===== src/rtl/vga_pkg.sv =====
// Shared VGA 640x480@60 timing constants, types and helpers.
package vga_pkg;

  localparam int unsigned H_DISPLAY = 640;
  localparam int unsigned H_FRONT   = 16;
  localparam int unsigned H_SYNC    = 96;
  localparam int unsigned H_BACK    = 48;
  localparam int unsigned V_DISPLAY = 480;
  localparam int unsigned V_FRONT   = 10;
  localparam int unsigned V_SYNC    = 2;
  localparam int unsigned V_BACK    = 33;
  localparam int unsigned CLK_DIV   = 2;

  localparam int unsigned H_TOTAL = H_DISPLAY + H_FRONT + H_SYNC + H_BACK;
  localparam int unsigned V_TOTAL = V_DISPLAY + V_FRONT + V_SYNC + V_BACK;

  // Colour bit positions inside an rgb_t
  localparam int unsigned BLUE  = 2;
  localparam int unsigned GREEN = 1;
  localparam int unsigned RED   = 0;

  localparam int unsigned CNT_W = 10;

  typedef logic [CNT_W-1:0] cnt_t;
  typedef logic [2:0]       rgb_t;

  // Inclusive range test used for the sync pulse decode
  function automatic logic in_range(cnt_t v, cnt_t lo, cnt_t hi);
    return (v >= lo) && (v <= hi);
  endfunction

endpackage


===== src/rtl/vga_sync_gen_if.sv =====
// Bundle between the timing generator (master) and the pixel-colour block (slave).
interface vga_sync_gen_if;
  import vga_pkg::*;

  rgb_t rgb_in;
  cnt_t hcount;
  cnt_t vcount;
  logic p_tick;
  logic frame_start;
  logic hsync;
  logic vsync;
  logic video_on;
  rgb_t rgb_out;

  modport master (
    input  rgb_in,
    output hcount, vcount, p_tick, frame_start, hsync, vsync, video_on, rgb_out
  );

  modport slave (
    output rgb_in,
    input  hcount, vcount, p_tick, frame_start, hsync, vsync, video_on, rgb_out
  );

endinterface


===== src/rtl/vga_pix_tick.sv =====
// Clock divider: one-clk pixel tick every CLK_DIV board clocks.
module vga_pix_tick #(
  parameter int unsigned CLK_DIV = 2
) (
  input  logic clk,
  input  logic rst_n,
  output logic o_p_tick
);

  localparam int unsigned DIV_W = (CLK_DIV > 1) ? $clog2(CLK_DIV) : 1;
  localparam logic [DIV_W-1:0] DIV_LAST = DIV_W'(CLK_DIV - 1);

  logic [DIV_W-1:0] r_div_cnt;
  logic [DIV_W-1:0] w_div_cnt_d;

  // Wrap at CLK_DIV-1; with CLK_DIV=1 the counter stays at 0 and the tick is constant
  always_comb begin
    w_div_cnt_d = r_div_cnt + DIV_W'(1);
    if (r_div_cnt == DIV_LAST) begin
      w_div_cnt_d = '0;
    end
  end

  // Divider state register
  always_ff @(posedge clk or negedge rst_n) begin
    if (!rst_n) begin
      r_div_cnt <= '0;
    end else begin
      r_div_cnt <= w_div_cnt_d;
    end
  end

  assign o_p_tick = (r_div_cnt == DIV_LAST);

endmodule


===== src/rtl/vga_sync_gen.sv =====
// VGA timing generator: pixel counters, sync decode and registered colour/sync output stage.
module vga_sync_gen import vga_pkg::*; #(
  parameter int unsigned H_DISPLAY = vga_pkg::H_DISPLAY,
  parameter int unsigned H_FRONT   = vga_pkg::H_FRONT,
  parameter int unsigned H_SYNC    = vga_pkg::H_SYNC,
  parameter int unsigned H_BACK    = vga_pkg::H_BACK,
  parameter int unsigned V_DISPLAY = vga_pkg::V_DISPLAY,
  parameter int unsigned V_FRONT   = vga_pkg::V_FRONT,
  parameter int unsigned V_SYNC    = vga_pkg::V_SYNC,
  parameter int unsigned V_BACK    = vga_pkg::V_BACK,
  parameter int unsigned CLK_DIV   = vga_pkg::CLK_DIV
) (
  input  logic                  clk,
  input  logic                  rst_n,
  vga_sync_gen_if.master        bus
);

  localparam int unsigned HTOT = H_DISPLAY + H_FRONT + H_SYNC + H_BACK;
  localparam int unsigned VTOT = V_DISPLAY + V_FRONT + V_SYNC + V_BACK;

  localparam cnt_t H_LAST   = cnt_t'(HTOT - 1);
  localparam cnt_t V_LAST   = cnt_t'(VTOT - 1);
  localparam cnt_t H_VIS    = cnt_t'(H_DISPLAY);
  localparam cnt_t V_VIS    = cnt_t'(V_DISPLAY);
  localparam cnt_t HS_FIRST = cnt_t'(H_DISPLAY + H_FRONT);
  localparam cnt_t HS_LAST  = cnt_t'(H_DISPLAY + H_FRONT + H_SYNC - 1);
  localparam cnt_t VS_FIRST = cnt_t'(V_DISPLAY + V_FRONT);
  localparam cnt_t VS_LAST  = cnt_t'(V_DISPLAY + V_FRONT + V_SYNC - 1);

  logic w_p_tick;

  vga_pix_tick #(
    .CLK_DIV (CLK_DIV)
  ) u_pix_tick (
    .clk      (clk),
    .rst_n    (rst_n),
    .o_p_tick (w_p_tick)
  );

  cnt_t r_hcount, r_vcount;
  cnt_t w_hcount_d, w_vcount_d;

  // Raster advance: one pixel per tick, line and frame wrap on the same edge
  always_comb begin
    w_hcount_d = r_hcount;
    w_vcount_d = r_vcount;
    if (w_p_tick) begin
      if (r_hcount == H_LAST) begin
        w_hcount_d = '0;
        w_vcount_d = (r_vcount == V_LAST) ? '0 : r_vcount + cnt_t'(1);
      end else begin
        w_hcount_d = r_hcount + cnt_t'(1);
      end
    end
  end

  // Counter registers
  always_ff @(posedge clk or negedge rst_n) begin
    if (!rst_n) begin
      r_hcount <= '0;
      r_vcount <= '0;
    end else begin
      r_hcount <= w_hcount_d;
      r_vcount <= w_vcount_d;
    end
  end

  logic w_h_active, w_v_active, w_visible, w_hs0, w_vs0;

  // Stage 0 decode from the current counters
  always_comb begin
    w_h_active = (r_hcount < H_VIS);
    w_v_active = (r_vcount < V_VIS);
    w_visible  = w_h_active & w_v_active;
    w_hs0      = ~in_range(r_hcount, HS_FIRST, HS_LAST);
    w_vs0      = ~in_range(r_vcount, VS_FIRST, VS_LAST);
  end

  logic r_hsync, r_vsync, r_video_on;
  rgb_t r_rgb_out;

  // Stage 1: syncs and blanked colour share one pixel of latency so they stay aligned
  always_ff @(posedge clk or negedge rst_n) begin
    if (!rst_n) begin
      r_hsync    <= 1'b1;
      r_vsync    <= 1'b1;
      r_video_on <= 1'b0;
      r_rgb_out  <= '0;
    end else if (w_p_tick) begin
      r_hsync    <= w_hs0;
      r_vsync    <= w_vs0;
      r_video_on <= w_visible;
      r_rgb_out  <= w_visible ? bus.rgb_in : '0;
    end
  end

  // Counters go straight out of their registers so the pixel block sees clean inputs
  assign bus.hcount      = r_hcount;
  assign bus.vcount      = r_vcount;
  assign bus.p_tick      = w_p_tick;
  assign bus.frame_start = w_p_tick & (r_hcount == '0) & (r_vcount == '0);
  assign bus.hsync       = r_hsync;
  assign bus.vsync       = r_vsync;
  assign bus.video_on    = r_video_on;
  assign bus.rgb_out     = r_rgb_out;

endmodule


===== src/flat_wrapper.sv =====
// flat-port wrapper written by rule: the top's interface ports become plain ports
module vga_sync_gen_flat import vga_pkg::*;
#(
  parameter int unsigned H_DISPLAY = vga_pkg::H_DISPLAY,
  parameter int unsigned H_FRONT   = vga_pkg::H_FRONT,
  parameter int unsigned H_SYNC    = vga_pkg::H_SYNC,
  parameter int unsigned H_BACK    = vga_pkg::H_BACK,
  parameter int unsigned V_DISPLAY = vga_pkg::V_DISPLAY,
  parameter int unsigned V_FRONT   = vga_pkg::V_FRONT,
  parameter int unsigned V_SYNC    = vga_pkg::V_SYNC,
  parameter int unsigned V_BACK    = vga_pkg::V_BACK,
  parameter int unsigned CLK_DIV   = vga_pkg::CLK_DIV
)
  (clk, rst_n, bus_rgb_in, bus_hcount, bus_vcount, bus_p_tick, bus_frame_start, bus_hsync, bus_vsync, bus_video_on, bus_rgb_out);
  vga_sync_gen_if bus_i ();
  input  logic clk;
  input  logic rst_n;
  input wire logic [$bits(bus_i.rgb_in)-1:0] bus_rgb_in;
  output wire logic [$bits(bus_i.hcount)-1:0] bus_hcount;
  output wire logic [$bits(bus_i.vcount)-1:0] bus_vcount;
  output wire logic [$bits(bus_i.p_tick)-1:0] bus_p_tick;
  output wire logic [$bits(bus_i.frame_start)-1:0] bus_frame_start;
  output wire logic [$bits(bus_i.hsync)-1:0] bus_hsync;
  output wire logic [$bits(bus_i.vsync)-1:0] bus_vsync;
  output wire logic [$bits(bus_i.video_on)-1:0] bus_video_on;
  output wire logic [$bits(bus_i.rgb_out)-1:0] bus_rgb_out;
  assign bus_i.rgb_in = bus_rgb_in;
  assign bus_hcount = bus_i.hcount;
  assign bus_vcount = bus_i.vcount;
  assign bus_p_tick = bus_i.p_tick;
  assign bus_frame_start = bus_i.frame_start;
  assign bus_hsync = bus_i.hsync;
  assign bus_vsync = bus_i.vsync;
  assign bus_video_on = bus_i.video_on;
  assign bus_rgb_out = bus_i.rgb_out;
  vga_sync_gen #(.H_DISPLAY(H_DISPLAY), .H_FRONT(H_FRONT), .H_SYNC(H_SYNC), .H_BACK(H_BACK), .V_DISPLAY(V_DISPLAY), .V_FRONT(V_FRONT), .V_SYNC(V_SYNC), .V_BACK(V_BACK), .CLK_DIV(CLK_DIV)) u_core (.clk(clk), .rst_n(rst_n), .bus(bus_i));
endmodule

===== config.mk =====
export PLATFORM = sky130hd
export DESIGN_NAME = vga_sync_gen_flat
export DESIGN_NICKNAME = d
export VERILOG_FILES = /design/src/rtl/vga_pkg.sv /design/src/rtl/vga_sync_gen_if.sv /design/src/rtl/vga_pix_tick.sv /design/src/rtl/vga_sync_gen.sv /design/src/flat_wrapper.sv
export SDC_FILE = /design/constraint.sdc
export NUM_CORES = 1
export LEC_CHECK = 0
export CORE_UTILIZATION = 49
export DETAILED_ROUTE_END_ITERATION = 12
export GPL_TIMING_DRIVEN = 0
export PLACE_DENSITY = 0.9
export RECOVER_POWER = 50
export SYNTH_ARGS = -nofsm -noshare
export SYNTH_HDL_FRONTEND = slang
export SYNTH_HIERARCHICAL = 1
export SYNTH_SLANG_ARGS = --single-unit

===== constraint.sdc =====
create_clock -name clk -period 2.21 [get_ports clk]
set_input_delay 0.442 -clock clk [delete_from_list [all_inputs] [get_ports clk]]
set_output_delay 0.442 -clock clk [all_outputs]
set_load 0.005 [all_outputs]

# Yosys cells after proc, flatten, opt, wreduce, memory -nomap -nowiden
# Index checks and enable logic that the tools add are counted.
totals:
  reg_bits: 27
  inputBits: 5
  out_inout_bits: 28
  elab_cells: 32
op_classes:
  n_addsub: 3
  magnitude_cmp: 6
  n_eq_ne: 2
  muxes: 4
  n_bitwise: 5
  n_reduce_logical: 5
op_table:
  columns: ["operator", "count"]
  rows:
  - ["adder 10 x 1 -> 10 bit, second input constant", 2]
  - ["== test 10 bit, second input constant", 2]
  - ["logical NOT 10 bit", 2]
  - ["2-to-1 mux 10 bit", 2]
  - [">= comparator 10 bit, second input constant", 1]
  - [">= comparator 10 x 9 -> 1 bit, second input constant", 1]
  - ["<= comparator 10 bit, second input constant", 1]
  - ["<= comparator 10 x 9 -> 1 bit, second input constant", 1]
  - ["less-than comparator 10 bit, second input constant", 1]
  - ["less-than comparator 10 x 9 -> 1 bit, second input constant", 1]
  - ["bitwise AND 1 bit", 3]
  - ["2-to-1 mux 3 bit", 1]
  - ["logical AND 1 bit", 2]
  - ["inverter 1 bit", 2]
  - ["AND reduction 2 bit", 1]
  - ["adder 1 bit, second input constant", 1]
  - ["2-to-1 mux 1 bit", 1]

# Depth between registers and ports, before layout
logic_depth:
  ltp_word: 3
  depth_mapped: 6
  ltp_nobuf: 6

# Cells and area by module
# Netlist, hierarchy kept.
modules_own_cells:
  columns: ["module", "instances", "cells_per_inst", "area_per_inst_um2", "seq_area_each_um2"]
  rows:
  - ["vga_sync_gen", 1, 132, 1395.1, 653.1]
  - ["vga_pix_tick", 1, 2, 28.8, 25.0]

# Worst setup path before layout
# OpenSTA, ideal clock, no wires.
synth_path:
  path_kind: "register to register"
  from: "register u_core.r_hcount[0] (netlist: u_core/bus.hcount[0])"
  to: "register u_core.r_vcount[9] (netlist: u_core/bus.vcount[9])"
  setup_ns: 0.082
  arrival_time_ns: 1.737
  required_ns: 2.128
  slack_ns: 0.391
  stages_incl_launch_ff: 7
  n_path_buf: 1
  synth_period_minus_slack_ns: 1.819
  cell_sequence: "dfrtp_1 > ha_1 > nand4_2 > or4_4 > buf_6 > o31a_1 > a31oi_1"
synth_between:
  elab_chain_cells: 2
synth_rtl:
  columns: ["item", "line", "source"]
  rows:
  - ["start, declared", "vga_sync_gen.sv:40", "cnt_t r_hcount, r_vcount;"]
  - ["start signal, assigned", "vga_sync_gen.sv:63", "r_hcount <= w_hcount_d;"]
  - ["== test 10 bit", "vga_sync_gen.sv:48", "if (r_hcount == H_LAST) begin"]
  - ["AND reduction 2 bit (no line)", null, null]
  - ["end signal, assigned", "vga_sync_gen.sv:64", "r_vcount <= w_vcount_d;"]
  - ["end, declared", "vga_sync_gen.sv:40", null]
# Every way passes these cells.
# A chain may end at the register's enable or synchronous reset.

# Final worst setup path
layout_path:
  from: "register u_core.r_hcount[3] (netlist: u_core/bus.hcount[3])"
  to: "output bus_frame_start"
layout_between:
  elab_chain_cells: 3
layout_rtl:
  columns: ["item", "line", "source"]
  rows:
  - ["logical NOT 10 bit", "vga_sync_gen.sv:101", "assign bus.frame_start = w_p_tick & (r_hcount == '0) & (r_vcount == '0);"]
  - ["bitwise AND 1 bit (2 in a row)", "vga_sync_gen.sv:101", null]
  - ["end, declared", "flat_wrapper.sv:22", "output wire logic [$bits(bus_i.frame_start)-1:0] bus_frame_start;"]
# Every way passes these cells.

==> summary.md <==
| Metric | Value |
|---|---|
| Lkg Pwr | slightly above 0.0008 uW |
| CTS HTree Levels | 1 |
| Core area | approximately 2800 um2 |
| VDD IR max | 0.363 mV |
| Pre-Repair DR Iteration Count | 4 |
| Finished Layout Cells | 210 |
| Largest net degree at the start of global routing | 28 |
| DP Wirelength | approximately 2.2 mm |
| Final #Nets | approximately 190 |
| Total power | around 730 uW |
| Critical Path RT | ~1800 ps |
| Number of core rows | 19 |
| Most frequent cells after synthesis | dfrtp_1 (25), o21ai_0 (9), inv_1 (8), nand2_1 (8), nor2_1 (7) |
| N_diodes | 0 |
| Part of the cycle the worst path needs | 101% |
| Final setup fails | 1 |
| # DRC | 0 |
| Slew Viols, Final | 0 |
| Clock transition at path regs | approximately 140 ps |
| Comb power frac | 3.4% |
| Slew HR | between 20% and 30% |
| Min Hold Slack | 500 ps |
| Total CTS buffers | 3 |
| Crit path max-delay cell type | dfrtp_1 |
| Ys async rst share | 100% |
| Root cell of the clock tree | clkbuf_4 |
| EDFF count, synth | 0 |
| Die ar. | between 3000 and 4000 um2 |
| Min cycle time layout | around 2200 ps |
| Syn Inst Count | 134 |
| Failing checks | negative setup slack |
| Clock Sinks | 27 |
| Compound-Gate Fraction of Synth Area | 12.3% |
| CTS max path bufs | 2 |
| DR vias | 1287 |
| Synth top area share | between 40% and 50% |
| Post-Synth XOR/XNOR Area | 4.92% |
| Unrepaired setup endpoints after global routing | yes |
| Vias in the first global route | 1187 |
| Clock Power Share | ~28% |
| Largest family of logic cells by synthesized area | simple AND/OR/NAND/NOR gates |
| Max cap viols | 0 |
| Critical path cell sequence | buf_6 > nor4b_4 > nand4_1 > nor4_4 > buf_2 |
| Peak Freq | approximately 450 MHz |
| Layout area overhead | 36.8% |
| Post-Syn Nets | roughly 140 |
| Register area | 684 um2 |
| Synth area leaders | dfrtp_1 (44%), dfstp_2 (3.7%), ha_1 (3.5%) |
| Avg Cell Area, Syn | approximately 11 um2 |
| Library cells used by synthesis | 40 |
| WS Path Type | reg2out |
| Mux share of post-synthesis cell area | less than 1% |
| Starting Density | between 50% and 60% |
| Die Span Y | between 50 and 60 um |
| Area leader, netlist | dfrtp_1 |
| Wire per inst | roughly 17 um |
| Final Hold Vio Count | 0 |
| Mapped Area | between 1000 and 1500 um2 |
| Reg power frac | 68.3% |
| Fillers | 210 |
| Multi-input logic area | roughly 730 um2 |
| Count leader, synth | dfrtp_1 |
| #FFs+latches synth | 27 |
| Power Density | approximately 370 nW/um2 |
| Worst Hold Class | reg2reg |
| Fin util | between 70% and 80% |
| Die width | around 56 um |
| Post-Route WL | ~3.5 mm |
| # IOs | 33 |
| Post-synth top flop | dfrtp_1 |
| DRT antenna net count | 0 |
| Status | finished with violations |
| First-pass GRT wire length | roughly 5.6 mm |
| Grt ovf | 0 |
| Synth Warn # | 6 |
| CP max FO | 7 |
| Worst Path Arrival | approximately 1800 ps |
| Simple-gate area share of the yosys netlist | between 20 and 25% |
| Pre-CTS WS | -322 ps |
| Internal power | between 500 and 600 uW |
| Sw power | around 150 uW |
| GRT Overall Usage | a little under a quarter |
| Clk_skew | 11.3 ps |
| Avg Vias per Cell | approximately 6 |
| Gpl congestion | about 0.80 |
| Least-Margin Pin Slew | roughly 1200 ps |
| Switching Fraction | 20.9% |
| Layout cell share with drive strength beyond 1 | a little under a quarter |
| Worst Slack Setup Final | -21.1 ps |
| Hold_buf cts | 0 |
| Port buffer count | 32 |
| CP endpoint kind | output pin |
| Crit path largest cell delay | 420 ps |
| Initial antenna violation count | 0 |
| DRT iter0 DRCs | 42 |
| Sequential share of the synthesized area | a little under half |
| CTS tree | done |
| Inst Count DP | approximately 200 |
| Clk_lat worst skew | ~320 ps |
| Adder-Cell Fraction of Synth Area | 3.51% |
| Worst setup SP type | register |
-- state kept, by name (all words and copies together), names as in the netlist --
| signal | cells |
|---|---|
| u_core/bus.vcount | 10 |
| u_core/bus.video_on | 1 |
| u_core/u_pix_tick/o_p_tick | 1 |
| u_core/bus.hsync | 1 |
| u_core/bus.hcount | 10 |
| u_core/bus.vsync | 1 |
| u_core/bus.rgb_out | 3 |
-- placed cells by master (no fill, tap or decap), types with 4 or more instances in the layout --
cell type / instances
inv_2: 4
nand4_1: 5
nand3_1: 6
nor2_1: 7
and3_1: 6
clkbuf_4: 4
nand2_1: 8
inv_1: 4
dfrtp_2: 5
xnor2_1: 5
clkdlybuf4s50_1: 31
dfrtp_1: 20
and4_1: 4
o21ai_0: 9
buf_4: 7
buf_6: 4
-- per-layer routing --
metal	wire, um	vias up	track usage, %
met5	0	-	0
met3	167	8	2.79
met4	63	0	6.27
met1	1470	652	29.9
met2	1800	39	39.6
li1	-	588	-
-- power by group through the flow --
stage | clock network, uW | registers, uW | logic [uW]
2_1_floorplan | 0 | 508 | 2.37
6_report | 206 | 499 | 24.7
5_1_grt | 235 | 499 | 27.4
4_1_cts | 213 | 499 | 25.3
3_3_place_gp | 0 | 508 | 24.7
3_5_place_dp | 0 | 508 | 25.1
-- metrics by stage --
stage                     area, um2  setup TNS, ps
after floorplan                1420              0
after global placement         1780           -294
after detailed placement       1780           -322
after CTS                      1880          -7.87
after global routing           1950           -448
final                          1950          -21.1
-- final timing paths --
check	start	endpoint	slack [ps]	cells after the start
hold / removal	u_core/bus.video_on	u_core/bus.video_on	500	1
hold reg to reg	u_core/bus.video_on	u_core/bus.video_on	500	1
setup / recovery	u_core/bus.hcount[3]	bus_frame_start	-20	5
setup reg to reg	u_core/bus.hcount[0]	u_core/bus.vcount[9]	50	7
max in group asynchronous	rst_n	u_core/bus.vcount[6]	700	1
min in group asynchronous	rst_n	u_core/bus.hcount[4]	720	1
-- what timing repair did --
action / 4_1_cts / 5_1_grt
pin swaps: 2 / 3
buffers inserted: 5 / 4
gates resized for setup: 11 / 16
setup endpoints to repair: 1 / 1
-- cell type report --
class | instances | area share (%)
inverter | 8 | 1.54
clock inverter | 1 | 0.257
sequential | 27 | 35.1
clock buffer | 3 | 1.16
buffer | 6 | 3.40
tap | 31 | 1.99
timing repair buffer | 41 | 19.3
multi-input combinational | 93 | 37.3
-- cell families (layout without fill, tap and decap cells) --
group | count (synthesis) | in the layout
and+or+nand+nor | 54 | 54
AOI/OAI and AO/OA | 26 | 26
muxes | 1 | 1
buffers and inverters | 14 | 59
DFF | 27 | 27
xor gates and xnor gates | 8 | 8
adders and majority gates | 4 | 4
-- worst max-delay path: cells and delay by family, from the launching register on --
kind / cells / cell delay, ps
AND/OR/NAND/NOR: 3 / 740
flip-flops: 1 / 420
buffers and inverters: 2 / 310
No activity file was read; power rests on OpenSTA's default activity.
